**config.mk**
```make
export PLATFORM = sky130hd
export DESIGN_NAME = shift_sequencer_flat
export DESIGN_NICKNAME = d
export VERILOG_FILES = /design/src/rtl/shift_sequencer_if.sv /design/src/rtl/shift_sequencer.sv /design/src/flat_wrapper.sv
export SDC_FILE = /design/constraint.sdc
export NUM_CORES = 1
export LEC_CHECK = 0
export ABC_AREA = 1
export BUFFER_PORTS_ARGS = -buffer_cell sky130_fd_sc_hd__buf_2
export CAP_MARGIN = 20
export CORE_ASPECT_RATIO = 0.75
export CORE_MARGIN = 2
export CORE_UTILIZATION = 57
export DETAILED_ROUTE_END_ITERATION = 10
export PLACE_DENSITY = 0.81
export SYNTH_ARGS = -nofsm -noshare
export SYNTH_HDL_FRONTEND = slang
export SYNTH_SLANG_ARGS = --single-unit
```
**constraint.sdc**
```tcl
create_clock -name clk -period 3.3 [get_ports clk]
set_input_delay 0.66 -clock clk [delete_from_list [all_inputs] [get_ports clk]]
set_output_delay 0.66 -clock clk [all_outputs]
set_load 0.02 [all_outputs]
```
**src/rtl/shift_sequencer_if.sv**
```systemverilog
// Operand/shifter-field request bus and result bus of the shift sequencer.
// Latency: none; this is a plain signal bundle.
// Backpressure: none here; master must watch busy before issuing start.
interface shift_sequencer_if;
    logic        start;
    logic        flush;
    logic [31:0] Val_Rm;
    logic [11:0] Shift_operand;
    logic        Imm;
    logic        Val2_Src;
    logic        busy;
    logic        done;
    logic [31:0] Val2;

    modport master (
        output start, flush, Val_Rm, Shift_operand, Imm, Val2_Src,
        input  busy, done, Val2
    );

    modport slave (
        input  start, flush, Val_Rm, Shift_operand, Imm, Val2_Src,
        output busy, done, Val2
    );
endinterface

```
**src/rtl/shift_sequencer.sv**
```systemverilog
// Multi-cycle barrel-shifter replacement: computes the ARM-style Val2 operand STEP bits per cycle.
// Latency: 1 + ceil(amount/STEP) cycles from the accept edge to the done pulse.
// Backpressure: start is ignored while in SHIFT; busy is a pure state decode usable as a stall.
module shift_sequencer #(
    parameter int STEP = 1
) (
    input  logic             clk,
    input  logic             rst,
    shift_sequencer_if.slave bus
);

    typedef enum logic [1:0] {IDLE, SHIFT, DONE} state_t;
    typedef enum logic [1:0] {SH_LSL = 2'b00, SH_LSR, SH_ASR, SH_ROR} shtype_t;

    localparam logic [4:0] STEP_AMT = 5'(STEP);

    state_t      state;
    shtype_t     sh_type;
    logic [31:0] work;
    logic [4:0]  remaining;
    logic [31:0] val2_q;

    logic        accept;
    logic        rot_imm;
    logic [31:0] acc_operand;
    logic [4:0]  acc_amount;
    shtype_t     acc_type;

    logic [4:0]  step_amt;
    logic [31:0] work_next;
    logic [4:0]  rem_next;

    // One partial shift of the working value; repeated partial shifts compose
    // to the single full shift because every amount stays below 32.
    function automatic logic [31:0] shift_by(input logic [31:0] v, input shtype_t t,
                                             input logic [4:0] amt);
        logic [31:0] r;
        case (t)
            SH_LSL:  r = v << amt;
            SH_LSR:  r = v >> amt;
            SH_ASR:  r = $unsigned($signed(v) >>> amt);
            default: r = (v >> amt) | (v << (6'd32 - {1'b0, amt}));
        endcase
        return r;
    endfunction

    // Decode the request fields into operand, amount and shift type for the accept cycle.
    always_comb begin
        accept  = bus.start & ~bus.flush & (state != SHIFT);
        rot_imm = bus.Imm | bus.Val2_Src;
        if (rot_imm) begin
            acc_operand = {24'b0, bus.Shift_operand[7:0]};
            acc_amount  = {bus.Shift_operand[11:8], 1'b0};
            acc_type    = SH_ROR;
        end else begin
            acc_operand = bus.Val_Rm;
            acc_amount  = bus.Shift_operand[11:7];
            acc_type    = shtype_t'(bus.Shift_operand[6:5]);
        end
    end

    // Next working value: shift by STEP, or by whatever is left on the final partial step.
    always_comb begin
        step_amt  = (remaining < STEP_AMT) ? remaining : STEP_AMT;
        work_next = shift_by(work, sh_type, step_amt);
        rem_next  = remaining - step_amt;
    end

    // Sequencer FSM; flush wins over everything except reset and leaves Val2 alone.
    always_ff @(posedge clk or posedge rst) begin
        if (rst) begin
            state     <= IDLE;
            sh_type   <= SH_LSL;
            work      <= '0;
            remaining <= '0;
            val2_q    <= '0;
        end else if (bus.flush) begin
            state     <= IDLE;
            remaining <= '0;
        end else begin
            case (state)
                SHIFT: begin
                    work      <= work_next;
                    remaining <= rem_next;
                    // The last partial shift moves straight to DONE with the result.
                    if (rem_next == 5'd0) begin
                        state  <= DONE;
                        val2_q <= work_next;
                    end
                end
                default: begin
                    // IDLE and DONE both accept, so back-to-back ops need no bubble.
                    if (accept) begin
                        work      <= acc_operand;
                        remaining <= acc_amount;
                        sh_type   <= acc_type;
                        if (acc_amount == 5'd0) begin
                            state  <= DONE;
                            val2_q <= acc_operand;
                        end else begin
                            state <= SHIFT;
                        end
                    end else begin
                        state <= IDLE;
                    end
                end
            endcase
        end
    end

    assign bus.busy = (state != IDLE);
    assign bus.done = (state == DONE);
    assign bus.Val2 = val2_q;

endmodule

```
**src/flat_wrapper.sv**
```systemverilog
// flat-port wrapper written by rule: the top's interface ports become plain ports
module shift_sequencer_flat 
#(
    parameter int STEP = 1
)
  (clk, rst, bus_start, bus_flush, bus_Val_Rm, bus_Shift_operand, bus_Imm, bus_Val2_Src, bus_busy, bus_done, bus_Val2);
  shift_sequencer_if bus_i ();
  input  logic clk;
  input  logic rst;
  input wire logic [$bits(bus_i.start)-1:0] bus_start;
  input wire logic [$bits(bus_i.flush)-1:0] bus_flush;
  input wire logic [$bits(bus_i.Val_Rm)-1:0] bus_Val_Rm;
  input wire logic [$bits(bus_i.Shift_operand)-1:0] bus_Shift_operand;
  input wire logic [$bits(bus_i.Imm)-1:0] bus_Imm;
  input wire logic [$bits(bus_i.Val2_Src)-1:0] bus_Val2_Src;
  output wire logic [$bits(bus_i.busy)-1:0] bus_busy;
  output wire logic [$bits(bus_i.done)-1:0] bus_done;
  output wire logic [$bits(bus_i.Val2)-1:0] bus_Val2;
  assign bus_i.start = bus_start;
  assign bus_i.flush = bus_flush;
  assign bus_i.Val_Rm = bus_Val_Rm;
  assign bus_i.Shift_operand = bus_Shift_operand;
  assign bus_i.Imm = bus_Imm;
  assign bus_i.Val2_Src = bus_Val2_Src;
  assign bus_busy = bus_i.busy;
  assign bus_done = bus_i.done;
  assign bus_Val2 = bus_i.Val2;
  shift_sequencer #(.STEP(STEP)) u_core (.clk(clk), .rst(rst), .bus(bus_i));
endmodule
```
* Word level (Yosys, flattened, before mapping) *
Cells that the tools add are included.
W data, S select, Z words.

operators by class
  $add $sub $neg = 2
  multipliers = 0
  div/mod/pow operators = 0
  order comparisons = 1
  equal/unequal tests = 7
  shifts and indexed selects = 4
  mux-type cells = 19
  bitwise gates (word level) = 6
  reductions and logical operators = 10

operators with widths
  cell                   number
  $mux W32               7
  $pmux W32 S3           1
  $or A32 B32 Y32        1
  $shl A32 B5 Y32        1
  $shl A32 B6 Y32        1
  $shr A32 B5 Y32        1
  $sshr A32 B5 Y32       1
  $mux W5                4
  $mux W2                6
  $logic_not A5 Y1       2
  $reduce_bool A2 Y1     3
  $sub A6 B5 Y6 const A  1
  $lt A5 B1 Y1 const B   1
  $sub A5 B5 Y5          1
  $eq A2 B1 Y1 const B   2
  $eq A2 B2 Y1 const B   2
  $ne A2 B1 Y1 const B   2
  $reduce_and A4 Y1      1
  $ne A3 B2 Y1 const B   1
  $reduce_and A3 Y1      1
  $reduce_bool A3 Y1     1
  $and A1 B1 Y1          2
  $logic_not A2 Y1       1
  $not A1 Y1             2
  3 further kinds        3

word-level totals
  register bits = 73
  latch bits = 0
  memory bits (writable) = 0
  memory bits (read-only) = 0
  input port bits = 50
  word-level logic and storage cells = 54
  memories kept = 0

* Depth between registers and ports, before layout *
  depth after elaboration = 8
  mapped depth = 16
  gate-level depth less buffers = 14

* Worst setup path after synthesis *
No wires, ideal clock.

  path type = reg-to-reg
  from = reg u_core.remaining[2]
  to = reg u_core.work[30]
  library setup time = 117 ps
  arrival time = 2159 ps
  data required time = 3183 ps
  path slack = 1024 ps
  cell stages (with the launch flop) = 15
  cell sequence = dfrtp_1 -> nor2_4 -> nand2_1 -> nor2_4 -> buf_6 -> ha_1 -> inv_1 -> buf_1 -> o211ai_1 -> nand3_1 -> nand3_1 -> nand2_1 -> nand2_1 -> nand2_1 -> nand2_1

between the ends
  word-level cells in the longest chain between the ends = 7

RTL lines
  what                    RTL line               RTL
  start, declared         shift_sequencer.sv:20  logic [4:0] remaining;
  start signal, assigned  shift_sequencer.sv:84  remaining <= rem_next;
  start signal, assigned  shift_sequencer.sv:95  remaining <= acc_amount;
  $lt A5 B1 Y1            shift_sequencer.sv:64  step_amt = (remaining < STEP_AMT) ? remaining : STEP_AMT;
  $mux W5 *               shift_sequencer.sv:64
  $sub A6 B5 Y6           shift_sequencer.sv:42  default: r = (v >> amt) | (v << (6'd32 - {1'b0, amt}));
  $shl A32 B6 Y32         shift_sequencer.sv:42
  $or A32 B32 Y32         shift_sequencer.sv:42
  $pmux W32 S3 *          shift_sequencer.sv:38  case (t)
  $mux W32 *              shift_sequencer.sv:81  case (state)
  end signal, assigned    shift_sequencer.sv:83  work <= work_next;
  end signal, assigned    shift_sequencer.sv:94  work <= acc_operand;
  end, declared           shift_sequencer.sv:19  logic [31:0] work;

Mark *: on every way between the ends. The rest lies on a longest branch, timed or not.
A chain may end at the register's enable or synchronous reset.

* Worst setup path after layout *
  from = reg u_core.remaining[2]
  to = reg u_core.work[16]

The elaborated chain is that of the path after synthesis.

==> flow_summary.ini <==
[outcome]
run_status = complete, no violations

[sta]
hold_viol = 0
setup-tns-final_ps = 0
max_slew_margin_pct = 42.4
worst_pin_slew_ps = 863
rsz0062_at_grt = false
finalCritPeriodShare_pct = 76.3
period_needed_ps = 2520
drv_slew = 0
setup_violations = 0
max_clock_freq_mhz = 397
finClkSkew_ps = 6.15
whs_ps = 470

[min_path]
min_to = u_core.bus.Val2[7]
hold_depth = 2
holdCritPathClass = reg -> reg
hp-start = u_core.bus.Val2[7]

[synthesis]
syn-mean-instance-area_um2 = 6.56
synth_warnings = 0
synthCells = 756
synth_nets = 808
synth_cell_types = 41
synth_edf_count = 0
synthArstFlopShare_pct = 100
ys_ff_latch = 73
synthFlopType = dfrtp_1
syn_area_um2 = 4960
synth-seq-area-share_pct = 36.9

[pwr]
ir_drop_mv = 0.655
power_density_nw_per_um2 = 846
leakagePower_nw = 3.12
total_power_mw = 4.84

[grt]
grt_use_total_pct = 34.7
grt_pass1_vias = 5107
antenna_found_initial = 0
overflow = 0
grt_max_degree = 43
grt_pass1_wl_um = 25900

[floorplan]
rows = 29
dieArea_um2 = 9470
chipHeight_um = 84.8
core_um2 = 8450
die_x_um = 112
io_pins = 84
initial_core_util_pct = 58.6

[worst_setup_path]
r2r_cells = 12
worstPathCellList = nor2_4 > nand2_1 > nor2_4 > ha_1 > inv_1 > nor2_1 > nand2_1 > inv_2 > o211ai_1 > nand3_1 > nand3_1 > o21ai_0
cpMaxStageDelayCell = dfrtp_1
cp-startpoint = u_core.remaining[2]
end_kind = register
cp_data_required_time_ps = 3550
start_kind = register
reg2reg_from = u_core.remaining[2]
critPathKind = reg -> reg
rrSetupSlack_ps = 780
r2r-end = u_core.work[16]
cp.arrival_ps = 2770
cp_max_fo = 18
max_stage_delay_ps = 420

[clock_network]
cts_hold_buf = 0
cts_setup_buffers = 0
cts.clk_slew.worst_paths_ps = 60
clock-sinks = 73
clockBufferDepth = 2
cts_root_buf = clkbuf_16
h-tree-depth = 3
insertion_delay_ps = 340
cts_buffers = 9
cts_tree = done
cts_resized = 0

[routing]
wl_per_cell_um = 17.0
postRouteAntennaNets = 0
wirelength_um = 16000
avgViaCountPerCell = 5.81
drt_iter0_drc = 473
drc = 0
vias = 5440
firstDrtPassIters = 7

[final_layout]
fin_area_um2 = 5730
final_cell_mix = 308 x nand2_1, 94 x nand3_1, 83 x buf_2
final_nets = 875
register_area_um2 = 1830
multi_input_comb_area_um2 = 2680
drive_gt1_share_pct = 16.3
antenna-diode-count = 0
final_util_pct = 67.7
syn2layout_area_growth_pct = 15.5
nFillCells = 779
mostFrequentLayoutCell = nand2_1

[placement]
place_congestion = 0.980
io_buffers = 83
place_area_um2 = 5400
dp_hpwl_um = 11200

[flow_run]
maxCapViolCount = 0
power breakdown:
group	total, mW	internal [mW]	leakage, nW	switching (mW)
logic	2.31	0.718	2.03	1.59
registers	1.44	1.21	0.939	0.234
clock network	1.09	0.684	0.151	0.404
synth_stat cells, types with 5 or more instances:
library cell / n / share of area (%)
clkbuf_1: 19 / 1.4
o211ai_1: 12 / 1.8
buf_1: 5 / 0.38
o21ai_1: 24 / 2.4
a21oi_1: 12 / 1.2
dfrtp_1: 73 / 37
nand2_1: 308 / 23
buf_2: 7 / 0.71
nand3_1: 94 / 9.5
buf_6: 8 / 1.8
nor2_1: 40 / 3.0
inv_1: 53 / 4.0
inv_2: 5 / 0.38
o21ai_0: 49 / 4.9
per-layer routing:
layer  up-vias  track usage (%)  routed length [µm]
met5         -                0                   0
met4         0             10.2                 214
met3        23             7.08                1360
met2       258             52.5                6970
met1      2588             50.6                7410
li1       2571                -                   -
sequential cells by signal, summed over array words and instances (netlist names):
register          count
u_core.bus.Val2      32
u_core.remaining      5
u_core.sh_type        2
u_core.state          2
u_core.work          32
worst max-delay path, delay by kind of cell (launching register included):
family / cells / cell delay, ps
AND/OR/NAND/NOR: 7 / 1000
adder cells (fa/ha/maj): 1 / 300
buffers and inverters: 2 / 400
flip-flops: 1 / 420
AO/OA/AOI/OAI: 2 / 300
kinds of logic after synthesis:
kind of cell,Yosys count,share of synthesized area (%)
fa+ha+maj,2,0.505
flops,73,36.9
simple gates,466,40.1
xor+xnor,1,0.177
buf+inv,100,9.16
compound gates,113,13.1
other cells,1,0.0756
worst max-delay path by stage:
stage                               endpoint  slack (ps)  cells past startpoint
final                        u_core.work[16]         780                     12
after global routing         u_core.work[11]         520                     14
after CTS                    u_core.work[15]         830                     14
after detailed placement      u_core.work[9]         870                     12
after global placement        u_core.work[9]         950                     12
after floorplan           u_core.bus.Val2[0]         790                      1
layout make-up:
type / instances / area share [%]
flip-flops and latches: 73 / 31.9
repair buffers: 97 / 9.31
clock inverters: 6 / 1.60
clock buffers: 10 / 4.17
inverters: 59 / 3.91
multi-input cells: 583 / 46.7
well taps: 108 / 2.36
stage by stage:
step / setup WS (ps) / instances
floorplan: 787 / 756
detailed placement: 865 / 920
finish: 783 / 936
CTS: 826 / 936
global route: 521 / 936
global placement: 952 / 920
Power figures use the tool's default switching activity.
